--- src/rtl/x1_input_conditioner_pkg.sv ---
// Shared definitions for the x1 input conditioner: FSM state codes and default debounce length.
package x1_input_conditioner_pkg;

  // LOW=00, CHK_HIGH=01, HIGH=11, CHK_LOW=10; all four codes are used, so no illegal states.
  typedef enum logic [1:0] {
    StLow     = 2'b00,
    StChkHigh = 2'b01,
    StHigh    = 2'b11,
    StChkLow  = 2'b10
  } state_e;

  localparam int unsigned DefaultDebounceCycles = 16;

endpackage

--- src/rtl/x1_input_conditioner_if.sv ---
// Signal bundle between the raw-input source and the conditioner outputs.
interface x1_input_conditioner_if #(
  parameter int unsigned GLITCH_W = 8
);
  logic                din_raw;
  logic                x1;
  logic                rise_pulse;
  logic                fall_pulse;
  logic                stable;
  logic [GLITCH_W-1:0] glitch_count;

  modport master (
    output din_raw,
    input  x1,
    input  rise_pulse,
    input  fall_pulse,
    input  stable,
    input  glitch_count
  );

  modport slave (
    input  din_raw,
    output x1,
    output rise_pulse,
    output fall_pulse,
    output stable,
    output glitch_count
  );
endinterface

--- src/rtl/x1_input_conditioner_input_sync_chain.sv ---
// Multi-flop synchroniser bringing an asynchronous level into the clk domain.
module x1_input_conditioner_input_sync_chain #(
  parameter int unsigned SYNC_STAGES = 2
) (
  input  logic clk,
  input  logic reset,
  input  logic d_i,
  output logic q_o
);

  logic [SYNC_STAGES-1:0] sync_q;

  // Shift the raw level through the chain; only the last stage is used downstream.
  always_ff @(posedge clk or posedge reset) begin
    if (reset) begin
      sync_q <= '0;
    end else begin
      sync_q <= {sync_q[SYNC_STAGES-2:0], d_i};
    end
  end

  assign q_o = sync_q[SYNC_STAGES-1];

endmodule

--- src/rtl/x1_input_conditioner.sv ---
// Synchronises and debounces a raw input into a clean x1 level with edge pulses and a
// saturating count of rejected level changes.
module x1_input_conditioner
  import x1_input_conditioner_pkg::*;
#(
  parameter int unsigned SYNC_STAGES     = 2,
  parameter int unsigned DEBOUNCE_CYCLES = DefaultDebounceCycles,
  parameter int unsigned CNT_W           = 5,
  parameter int unsigned GLITCH_W        = 8
) (
  input  logic                 clk,
  input  logic                 reset,
  x1_input_conditioner_if.slave bus_io
);

  localparam logic [CNT_W-1:0] CntMax = CNT_W'(DEBOUNCE_CYCLES - 1);

  logic                s_in;
  state_e              state_q, state_d;
  logic [CNT_W-1:0]    cnt_q, cnt_d;
  logic                x1_q, x1_d;
  logic                rise_q, rise_d;
  logic                fall_q, fall_d;
  logic                stable_q, stable_d;
  logic [GLITCH_W-1:0] glitch_q, glitch_d;

  x1_input_conditioner_input_sync_chain #(
    .SYNC_STAGES(SYNC_STAGES)
  ) u_sync (
    .clk  (clk),
    .reset(reset),
    .d_i  (bus_io.din_raw),
    .q_o  (s_in)
  );

  // State and all outputs are registered together.
  always_ff @(posedge clk or posedge reset) begin
    if (reset) begin
      state_q  <= StLow;
      cnt_q    <= '0;
      x1_q     <= 1'b0;
      rise_q   <= 1'b0;
      fall_q   <= 1'b0;
      stable_q <= 1'b1;
      glitch_q <= '0;
    end else begin
      state_q  <= state_d;
      cnt_q    <= cnt_d;
      x1_q     <= x1_d;
      rise_q   <= rise_d;
      fall_q   <= fall_d;
      stable_q <= stable_d;
      glitch_q <= glitch_d;
    end
  end

  // Next-state logic; a level reversal takes priority over reaching the qualification count.
  always_comb begin
    state_d  = state_q;
    cnt_d    = cnt_q;
    x1_d     = x1_q;
    rise_d   = 1'b0;
    fall_d   = 1'b0;
    stable_d = stable_q;
    glitch_d = glitch_q;
    unique case (state_q)
      StLow: begin
        if (s_in) begin
          state_d  = StChkHigh;
          cnt_d    = '0;
          stable_d = 1'b0;
        end
      end
      StChkHigh: begin
        if (!s_in) begin
          state_d  = StLow;
          cnt_d    = '0;
          stable_d = 1'b1;
          if (glitch_q != '1) glitch_d = glitch_q + 1'b1;
        end else if (cnt_q == CntMax) begin
          state_d  = StHigh;
          cnt_d    = '0;
          x1_d     = 1'b1;
          rise_d   = 1'b1;
          stable_d = 1'b1;
        end else begin
          cnt_d = cnt_q + 1'b1;
        end
      end
      StHigh: begin
        if (!s_in) begin
          state_d  = StChkLow;
          cnt_d    = '0;
          stable_d = 1'b0;
        end
      end
      StChkLow: begin
        if (s_in) begin
          state_d  = StHigh;
          cnt_d    = '0;
          stable_d = 1'b1;
          if (glitch_q != '1) glitch_d = glitch_q + 1'b1;
        end else if (cnt_q == CntMax) begin
          state_d  = StLow;
          cnt_d    = '0;
          x1_d     = 1'b0;
          fall_d   = 1'b1;
          stable_d = 1'b1;
        end else begin
          cnt_d = cnt_q + 1'b1;
        end
      end
    endcase
  end

  assign bus_io.x1           = x1_q;
  assign bus_io.rise_pulse   = rise_q;
  assign bus_io.fall_pulse   = fall_q;
  assign bus_io.stable       = stable_q;
  assign bus_io.glitch_count = glitch_q;

endmodule

--- src/flat_wrapper.sv ---
// flat-port wrapper written by rule: the top's interface ports become plain ports
module x1_input_conditioner_flat import x1_input_conditioner_pkg::*;
#(
  parameter int unsigned SYNC_STAGES     = 2,
  parameter int unsigned DEBOUNCE_CYCLES = DefaultDebounceCycles,
  parameter int unsigned CNT_W           = 5,
  parameter int unsigned GLITCH_W        = 8
)
  (clk, reset, bus_io_din_raw, bus_io_x1, bus_io_rise_pulse, bus_io_fall_pulse, bus_io_stable, bus_io_glitch_count);
  x1_input_conditioner_if #(.GLITCH_W(GLITCH_W)) bus_io_i ();
  input  logic clk;
  input  logic reset;
  input wire logic [$bits(bus_io_i.din_raw)-1:0] bus_io_din_raw;
  output wire logic [$bits(bus_io_i.x1)-1:0] bus_io_x1;
  output wire logic [$bits(bus_io_i.rise_pulse)-1:0] bus_io_rise_pulse;
  output wire logic [$bits(bus_io_i.fall_pulse)-1:0] bus_io_fall_pulse;
  output wire logic [$bits(bus_io_i.stable)-1:0] bus_io_stable;
  output wire logic [$bits(bus_io_i.glitch_count)-1:0] bus_io_glitch_count;
  assign bus_io_i.din_raw = bus_io_din_raw;
  assign bus_io_x1 = bus_io_i.x1;
  assign bus_io_rise_pulse = bus_io_i.rise_pulse;
  assign bus_io_fall_pulse = bus_io_i.fall_pulse;
  assign bus_io_stable = bus_io_i.stable;
  assign bus_io_glitch_count = bus_io_i.glitch_count;
  x1_input_conditioner #(.SYNC_STAGES(SYNC_STAGES), .DEBOUNCE_CYCLES(DEBOUNCE_CYCLES), .CNT_W(CNT_W), .GLITCH_W(GLITCH_W)) u_core (.clk(clk), .reset(reset), .bus_io(bus_io_i));
endmodule
--- config.mk ---
export PLATFORM = sky130hd
export DESIGN_NAME = x1_input_conditioner_flat
export DESIGN_NICKNAME = d
export VERILOG_FILES = /design/src/rtl/x1_input_conditioner_pkg.sv /design/src/rtl/x1_input_conditioner_if.sv /design/src/rtl/x1_input_conditioner_input_sync_chain.sv /design/src/rtl/x1_input_conditioner.sv /design/src/flat_wrapper.sv
export SDC_FILE = /design/constraint.sdc
export NUM_CORES = 1
export LEC_CHECK = 0
export ABC_AREA = 1
export CORE_AREA = 2 2 50 52
export DETAILED_ROUTE_END_ITERATION = 10
export DIE_AREA = 0 0 52 54
export PLACE_DENSITY_LB_ADDON = 0.25
export REMOVE_ABC_BUFFERS = 1
export SYNTH_ARGS = -nofsm -noshare
export SYNTH_HDL_FRONTEND = slang
export SYNTH_HIERARCHICAL = 1
export SYNTH_SLANG_ARGS = --single-unit
export TNS_END_PERCENT = 50
--- constraint.sdc ---
create_clock -name clk -period 3.53 [get_ports clk]
set_clock_uncertainty 0.05 [all_clocks]
set_input_delay 1.059 -clock clk [delete_from_list [all_inputs] [get_ports clk]]
set_output_delay 1.059 -clock clk [all_outputs]
set_load 0.005 [all_outputs]
# Yosys cells after proc, flatten, opt, wreduce, memory -nomap -nowiden
# Cells that the tools add are included.
[totals]
memories = 0
latch_bits = 0
elab_cells = 64
mem_bits_ro = 0
register_bits = 21
in_bits = 3
ramBits = 0
[op_classes]
n_shift = 0
muxes = 33
multipliers = 0
order_cmp = 0
eq_ne = 15
n_reduce_logical = 6
n_addsub = 2
n_bitwise = 0
n_div = 0
[op_table]
columns = ["operator", "n"]
rows = [
  ["2-to-1 mux 5 bit", 5],
  ["2-to-1 mux 8 bit", 3],
  ["one-hot mux 5 bit (4 select lines)", 1],
  ["one-hot mux 8 bit (2 select lines)", 1],
  ["2-to-1 mux 1 bit", 14],
  ["2-to-1 mux 2 bit", 6],
  ["inequality test 2 bit, second input constant", 6],
  ["adder 8 x 1 -> 8 bit, second input constant", 1],
  ["inequality test 8 bit, second input constant", 1],
  ["one-hot mux 2 bit (4 select lines)", 1],
  ["inequality test 3 x 2 -> 1 bit, second input constant", 2],
  ["adder 5 x 1 -> 5 bit, second input constant", 1],
  ["== test 5 x 4 -> 1 bit, second input constant", 1],
  ["AND reduction 5 bit", 1],
  ["== test 2 bit, second input constant", 2],
  ["inequality test 2 x 1 -> 1 bit, second input constant", 2],
  ["one-hot mux 1 bit (4 select lines)", 1],
  ["AND reduction 4 bit", 1],
  ["AND reduction 3 bit", 1],
  ["== test 2 x 1 -> 1 bit, second input constant", 1],
  ["logical NOT 2 bit", 1],
  ["one-hot mux 1 bit (2 select lines)", 1],
  ["AND reduction 2 bit", 1],
  ["nonzero test 2 bit", 1],
]

# Longest topological paths before layout
# Gate-level depths: netlist of the first run.
[logic_depth]
depth_word = 4
ltp_mapped = 8

# Modules after synthesis
# The synthesis of the first run kept the hierarchy.
[modules_own_cells]
columns = ["mod", "cells_each", "area_each_um2", "instances"]
rows = [
  ["x1_input_conditioner", 156, 1199.9, 1],
  ["x1_input_conditioner_input_sync_chain", 3, 53.8, 1],
]

# Worst setup path before layout of the first run
# Ideal clock, no wire load.
[synth_timing]
path_kind = "register to output"
start = "register u_core.stable_q (netlist: u_core/bus_io.stable)"
end = "output port bus_io_stable"
arrival_ns = 0.519
stages_incl_launch_ff = 1
slack_ns = 1.902
cell_sequence = "dfstp_2"
[synth_rtl]
columns = ["item", "line_no", "rtl"]
rows = [
  ["start: declaration", "x1_input_conditioner.sv:24", "logic stable_q, stable_d;"],
  ["start signal: assignment", "x1_input_conditioner.sv:52", "stable_q <= stable_d;"],
  ["end: declaration", "flat_wrapper.sv:17", "output wire logic [$bits(bus_io_i.stable)-1:0] bus_io_stable;"],
]
# No word-level cell between the ends.

# Worst setup path after layout of the first run
[layout_timing]
start = "register u_core.stable_q (netlist: u_core/bus_io.stable)"
end = "output port bus_io_stable"
# No word-level cell between the ends.

==> impl_metrics.py, run 1 <==
metrics = {
    "detailed_routing": {
        "drt_first_pass_iters": 4,
        "drt_iter0_drc": 38,
        "vias_per_cell": 5.06,
        "vias": 1048,
        "routed_wl_um": 2260,
        "ant_nets": 0,
        "wl_per_cell_um": 10.9,
        "drc": 0,
    },
    "setup_path": {
        "path_buf_inv": 1,
        "required_ps": 2420,
        "reg2reg_from": "u_core/state_q[0]$_DFFE_PP0P_",
        "cpMaxStageDelayCell": "dfstp_2",
        "max_stage_delay_ps": 560,
        "r2r_setup_slack_ps": 1960,
        "critPathKind": "reg2out",
        "end_kind": "output pin",
        "r2r_end": "u_core/bus_io.glitch_count[0]$_DFFE_PP0P_",
        "critPathTopFamily": "flip-flops",
        "cp-start-kind": "register",
        "path_cells": "clkdlybuf4s50_1",
        "arrival_ps": 1340,
        "cp_max_fo": 3,
        "worst-r2r-cell-count": 6,
    },
    "layout": {
        "ff_latch_area_um2": 527,
        "final_cell_mix": "nand2_1 (64), dfrtp_1 (20), inv_1 (19)",
        "design_area_um2": 1460,
        "nets": 188,
        "final_common_cell": "nand2_1",
        "drive_above_1_share_pct": 13.0,
        "fin_cells": 207,
        "syn_to_final_growth_pct": 16.4,
        "fill_cells": 205,
        "multi_input_area_um2": 644,
        "diodes": 0,
    },
    "place": {
        "place_congestion": 0.828,
        "dp.final_hpwl_um": 1740,
        "post_dp_cell_area_um2": 1430,
        "place_inst": 203,
        "port_buffers": 14,
    },
    "floorplan": {
        "coreArea_um2": 2320,
        "dieWidth_um": 52,
        "initial_utilization_pct": 54.0,
        "die_area_um2": 2810,
        "die_h_um": 54,
        "pin_count": 15,
        "fp-row-count": 18,
    },
    "synthesis": {
        "synth.distinct_cells": 23,
        "synthCells": 159,
        "synth_area_um2": 1250,
        "yosys_warnings": 6,
        "avgSynthCellArea_um2": 7.88,
        "ys_seq_area_share_pct": 42.0,
        "ys_ff_latch": 21,
    },
    "min_path": {
        "hold_start": "u_core/u_sync/sync_q[0]$_DFF_PP0_",
        "hold_path.class": "reg2reg",
        "holdPathStages": 0,
        "holdPathEnd": "u_core/u_sync/sync_q[1]$_DFF_PP0_",
    },
    "global_routing": {
        "grt_pass1_wl_um": 4040,
        "grt_pass1_vias": 1032,
        "antenna_found_initial": 0,
        "track_usage_pct": 19.2,
        "grt_max_degree": 20,
        "overflow": 0,
    },
    "power": {
        "leakage_nw": 0.805,
        "power_density_nw_per_um2": 633,
        "p_switching_w": 0.000404,
        "pwr-share-comb_pct": 49.7,
        "clockPowerShare_pct": 12.1,
        "peakVddDrop_mv": 0.365,
        "power.share.switching_pct": 43.8,
        "p_int_w": 0.000519,
        "p_seq_share_pct": 38.2,
        "total_power_w": 0.000924,
    },
    "sta": {
        "min_period_over_period_pct": 69.4,
        "rsz0062_at_grt": "no",
        "tightestPinTransition_ps": 718,
        "slew_viol_final": 0,
        "fmax_ghz": 0.408,
        "hold_viol_final": 0,
        "layout_min_cycle_time_ps": 2450,
        "fin_tns_setup_ps": 0,
        "setup_viol": 0,
        "relSlewSlack_pct": 52.1,
    },
    "clocking": {
        "hold_buffers": 0,
        "post_cts_resized": 0,
        "cts_buffer_depth": 2,
        "cts_tree": "done",
        "cts-root-buf": "clkbuf_4",
        "cts_buffers": 3,
        "clk_pin_slew_ps": 110,
        "insertion_delay_ps": 290,
        "htree_levels": 1,
        "post_cts_buffers": 0,
        "cts_sinks": 21,
    },
    "job": {
        "maxCapViolations": 0,
    },
    "run_status": {
        "status": "finished clean",
    },
}
sequential cells by signal (all words and copies together), names as in the netlist:
| register | flops |
|---|---|
| u_core/bus_io.fall_pulse | 1 |
| u_core/bus_io.glitch_count | 8 |
| u_core/bus_io.rise_pulse | 1 |
| u_core/bus_io.stable | 1 |
| u_core/bus_io.x1 | 1 |
| u_core/cnt_q | 5 |
| u_core/state_q | 2 |
| u_core/u_sync/sync_q | 2 |
routing by layer:
metal | wire, µm | track usage, %
met5 | 0 | 0
met4 | 19 | 6.58
met3 | 75 | 2.50
met2 | 1190 | 36.3
met1 | 972 | 22.3
synth_stat cells (all sizes together):
cell type	instances	area [µm²]
inv	22	82.6
a21oi	5	36.3
nand3	9	57.6
xor2	1	8.76
o21bai	1	7.51
xnor2	2	17.5
nand2	72	300
dfrtp	20	500
dfstp	1	26.3
nand4	2	18.8
o21ai	6	33.8
ha	7	87.6
nor2	11	76.3
power groups by stage:
| stage | clock (W) | sequential (W) | combinational [W] |
|---|---|---|---|
| floorplan | 0 | 0.000348 | 0.000327 |
| global placement | 0 | 0.000351 | 0.000443 |
| detailed placement | 0 | 0.000357 | 0.000454 |
| CTS | 0.000116 | 0.000352 | 0.000457 |
| global route | 0.000129 | 0.000361 | 0.000523 |
| finish | 0.000112 | 0.000353 | 0.000459 |
how the worst max path moves through the flow:
stage	to	from	cells past startpoint
2_1_floorplan	bus_io_stable	u_core/bus_io.stable$_DFFE_PP1P_	0
5_1_grt	bus_io_glitch_count[2]	u_core/bus_io.glitch_count[2]$_DFFE_PP0P_	1
6_report	bus_io_stable	u_core/bus_io.stable$_DFFE_PP1P_	1
4_1_cts	bus_io_stable	u_core/bus_io.stable$_DFFE_PP1P_	1
3_3_place_gp	bus_io_stable	u_core/bus_io.stable$_DFFE_PP1P_	1
3_5_place_dp	bus_io_stable	u_core/bus_io.stable$_DFFE_PP1P_	1
area by class of cell:
type	count	share of cell area [%]
inverter	22	5.66
timing repair buffer	14	9.61
tap	30	2.57
clock buffer	3	1.54
clock inverter	1	0.343
multi-input combinational	116	44.2
sequential	21	36.1
metrics by stage:
stage / setup WS [ps] / hold slack, ps / utilization (%)
after floorplan: 1900 / 281 / -
after global routing: 1020 / 341 / 62.9
after global placement: 1410 / 293 / 61.7
after detailed placement: 1410 / 293 / 61.7
final: 1080 / 321 / 62.9
after CTS: 1070 / 326 / 62.9
cells by family (layout without fill, tap and decap cells):
| kind of cell | after synthesis | in the layout | synth area share, % |
|---|---|---|---|
| AOI/OAI and AO/OA | 12 | 12 | 6.19 |
| adders and majority gates | 7 | 7 | 6.99 |
| xor gates and xnor gates | 3 | 3 | 2.10 |
| buffers and inverters | 22 | 40 | 6.59 |
| and+or+nand+nor | 94 | 94 | 36.1 |
| DFF | 21 | 21 | 42.0 |
worst reg2reg max path: stages, from the launching register on:
cell and delay [ps]:
dfrtp_1 430, inv_1 100, ha_1 440, nand3_4 120
a21oi_4 230, nand2_1 90, nand2_1 70
Power figures use the tool's default switching activity.
==> inputs of run 2 (changes only) <==
--- a/config.mk
+++ b/config.mk
@@ -6,9 +6,9 @@
 export NUM_CORES = 1
 export LEC_CHECK = 0
 export ABC_AREA = 1
-export CORE_AREA = 2 2 50 52
+export CORE_AREA = 2 2 52 54
 export DETAILED_ROUTE_END_ITERATION = 10
-export DIE_AREA = 0 0 52 54
+export DIE_AREA = 0 0 54 56
 export PLACE_DENSITY_LB_ADDON = 0.25
 export REMOVE_ABC_BUFFERS = 1
 export SYNTH_ARGS = -nofsm -noshare
==> constraint.sdc (replaced) <==
create_clock -name clk -period 2.3 [get_ports clk]
set_clock_uncertainty 0.05 [all_clocks]
set_input_delay 0.69 -clock clk [delete_from_list [all_inputs] [get_ports clk]]
set_output_delay 0.69 -clock clk [all_outputs]
set_load 0.005 [all_outputs]
==> run 2 against run 1 <==
Effect of this change:
- critical endpoint unchanged
- first-iteration DRC count shrank 42%
- global-route usage shrank 0.40 points
- routed wire length grew 5.4%
- via count shrank 0.57%
- sequential cell count is the same
- power grew 53%
- largest cell class unchanged
- highest routed layer unchanged
- final cell count grew 0.48%
- sequential power grew 53%
- sequential share of layout area shrank 0.18 points
- combinational power grew 53%
- worst hold slack gained 3.6 ps
- design area grew 0.51%
==> impl_metrics.py, run 2 (synthesis results as in run 1) <==
metrics = {
    "setup_path": {
        "r2r_setup_slack_ps": 750,
        "cp-start-kind": "register",
        "end_kind": "output pin",
        "r2r_end": "u_core/bus_io.glitch_count[7]$_DFFE_PP0P_",
        "reg2reg_from": "u_core/state_q[1]$_DFFE_PP0P_",
        "cp_max_fo": 3,
        "max_stage_delay_ps": 570,
        "path_buf_inv": 1,
        "arrival_ps": 1380,
        "critPathTopFamily": "flip-flops",
        "worst-r2r-cell-count": 6,
        "required_ps": 1560,
        "critPathKind": "reg2out",
        "path_cells": "clkdlybuf4s50_1",
        "cpMaxStageDelayCell": "dfstp_2",
    },
    "clocking": {
        "cts_buffer_depth": 2,
        "post_cts_resized": 0,
        "htree_levels": 1,
        "cts-root-buf": "clkbuf_4",
        "cts_buffers": 3,
        "post_cts_buffers": 0,
        "insertion_delay_ps": 310,
        "hold_buffers": 0,
        "cts_tree": "done",
        "cts_sinks": 21,
        "clk_pin_slew_ps": 120,
    },
    "sta": {
        "slew_viol_final": 0,
        "fmax_ghz": 0.473,
        "min_period_over_period_pct": 92.0,
        "hold_viol_final": 0,
        "rsz0062_at_grt": "no",
        "timing.final.ws_setup_ps": 185,
        "relSlewSlack_pct": 83.3,
        "setup_viol": 0,
        "tightestPinTransition_ps": 250,
        "layout_min_cycle_time_ps": 2120,
        "fin_tns_setup_ps": 0,
    },
    "floorplan": {
        "initial_utilization_pct": 51.5,
        "die_area_um2": 3020,
        "dieWidth_um": 54,
        "die_h_um": 56,
        "coreArea_um2": 2430,
        "fp-row-count": 18,
        "pin_count": 15,
    },
    "global_routing": {
        "grt_pass1_vias": 987,
        "overflow": 0,
        "grt_pass1_wl_um": 4140,
        "use_met1_pct": 22.2,
        "grtUsageMet3_pct": 2.42,
        "use_met2_pct": 31.2,
        "grt.busiest_layer": "met2",
        "antenna_found_initial": 0,
        "grt_max_degree": 20,
        "track_usage_pct": 18.8,
    },
    "layout": {
        "nets": 189,
        "syn_to_final_growth_pct": 17.0,
        "final_cell_mix": "nand2_1 (64), dfrtp_1 (20), inv_1 (19)",
        "ff_latch_area_um2": 527,
        "diodes": 0,
        "fill_cells": 223,
        "utilization_pct": 60.3,
        "largest_register_ffs": 8,
        "drive_above_1_share_pct": 13.5,
        "multi_input_area_um2": 644,
        "final_common_cell": "nand2_1",
    },
    "detailed_routing": {
        "drc": 0,
        "vias_per_cell": 5.01,
        "ant_nets": 0,
        "drt_first_pass_iters": 4,
        "drt_iter0_drc": 22,
        "wl_per_cell_um": 11.4,
        "routed_wl_um": 2380,
        "vias": 1042,
    },
    "place": {
        "dp.final_hpwl_um": 1820,
        "place_congestion": 0.878,
        "port_buffers": 14,
        "place_ws_ps": 534,
    },
    "power": {
        "power_density_nw_per_um2": 967,
        "peakVddDrop_mv": 0.617,
        "leakage_nw": 0.810,
    },
    "min_path": {
        "holdPathEnd": "u_core/u_sync/sync_q[1]$_DFF_PP0_",
        "hold_start": "u_core/u_sync/sync_q[0]$_DFF_PP0_",
        "holdPathStages": 0,
        "hold_path.class": "reg2reg",
    },
    "run_status": {
        "status": "finished clean",
    },
    "job": {
        "maxCapViolations": 0,
    },
}
-- run 2: per-stage QoR --
stage          std cells  cell area (µm²)  hold slack, ps  total power, W
2_1_floorplan        159             1250             281         0.00104
3_3_place_gp         204             1440             292         0.00122
3_5_place_dp         204             1440             303         0.00125
4_1_cts              208             1470             337         0.00144
5_1_grt              208             1470             347         0.00156
6_report             208             1470             324         0.00142
-- run 2: final cells by class --
| type | instances | area share (%) |
|---|---|---|
| Timing Repair Buffer | 15 | 10.1 |
| Multi-Input combinational cell | 116 | 43.9 |
| Inverter | 22 | 5.63 |
| Sequential cell | 21 | 35.9 |
| Clock buffer | 3 | 1.54 |
| Clock inverter | 1 | 0.341 |
| Tap cell | 30 | 2.56 |
-- run 2: worst max-delay path by stage --
stage	cells past startpoint	slack, ps	start	to
6_report	1	180	u_core/bus_io.stable$_DFFE_PP1P_	bus_io_stable
2_1_floorplan	7	950	u_core/state_q[0]$_DFFE_PP0P_	u_core/bus_io.glitch_count[2]$_DFFE_PP0P_
5_1_grt	1	130	u_core/bus_io.stable$_DFFE_PP1P_	bus_io_stable
3_3_place_gp	1	550	u_core/bus_io.stable$_DFFE_PP1P_	bus_io_stable
4_1_cts	1	170	u_core/bus_io.stable$_DFFE_PP1P_	bus_io_stable
3_5_place_dp	1	530	u_core/bus_io.stable$_DFFE_PP1P_	bus_io_stable
-- run 2: routing by layer --
metal	vias to the layer above	wire length (µm)	share of wire, %
li1	526	-	-
met1	476	971	41
met2	30	1240	52
met3	10	88	3.7
met4	0	81	3.4
met5	-	0	0
-- run 2: report_power, final --
part / internal [W] / total (W) / switching [W]
sequential: 0.000448 / 0.000540 / 0.0000920
clock: 0.0000650 / 0.000177 / 0.000112
combinational: 0.000286 / 0.000700 / 0.000414
==> inputs of run 3 (changes only) <==
--- a/config.mk
+++ b/config.mk
@@ -7,6 +7,7 @@
 export LEC_CHECK = 0
 export ABC_AREA = 1
 export CORE_AREA = 2 2 52 54
+export CTS_CLUSTER_SIZE = 28
 export DETAILED_ROUTE_END_ITERATION = 10
 export DIE_AREA = 0 0 54 56
 export PLACE_DENSITY_LB_ADDON = 0.25
@@ -15,4 +16,3 @@
 export SYNTH_HDL_FRONTEND = slang
 export SYNTH_HIERARCHICAL = 1
 export SYNTH_SLANG_ARGS = --single-unit
-export TNS_END_PERCENT = 50
==> results of run 3 <==
Final layout, timing and power as in run 2 (identical DEF).
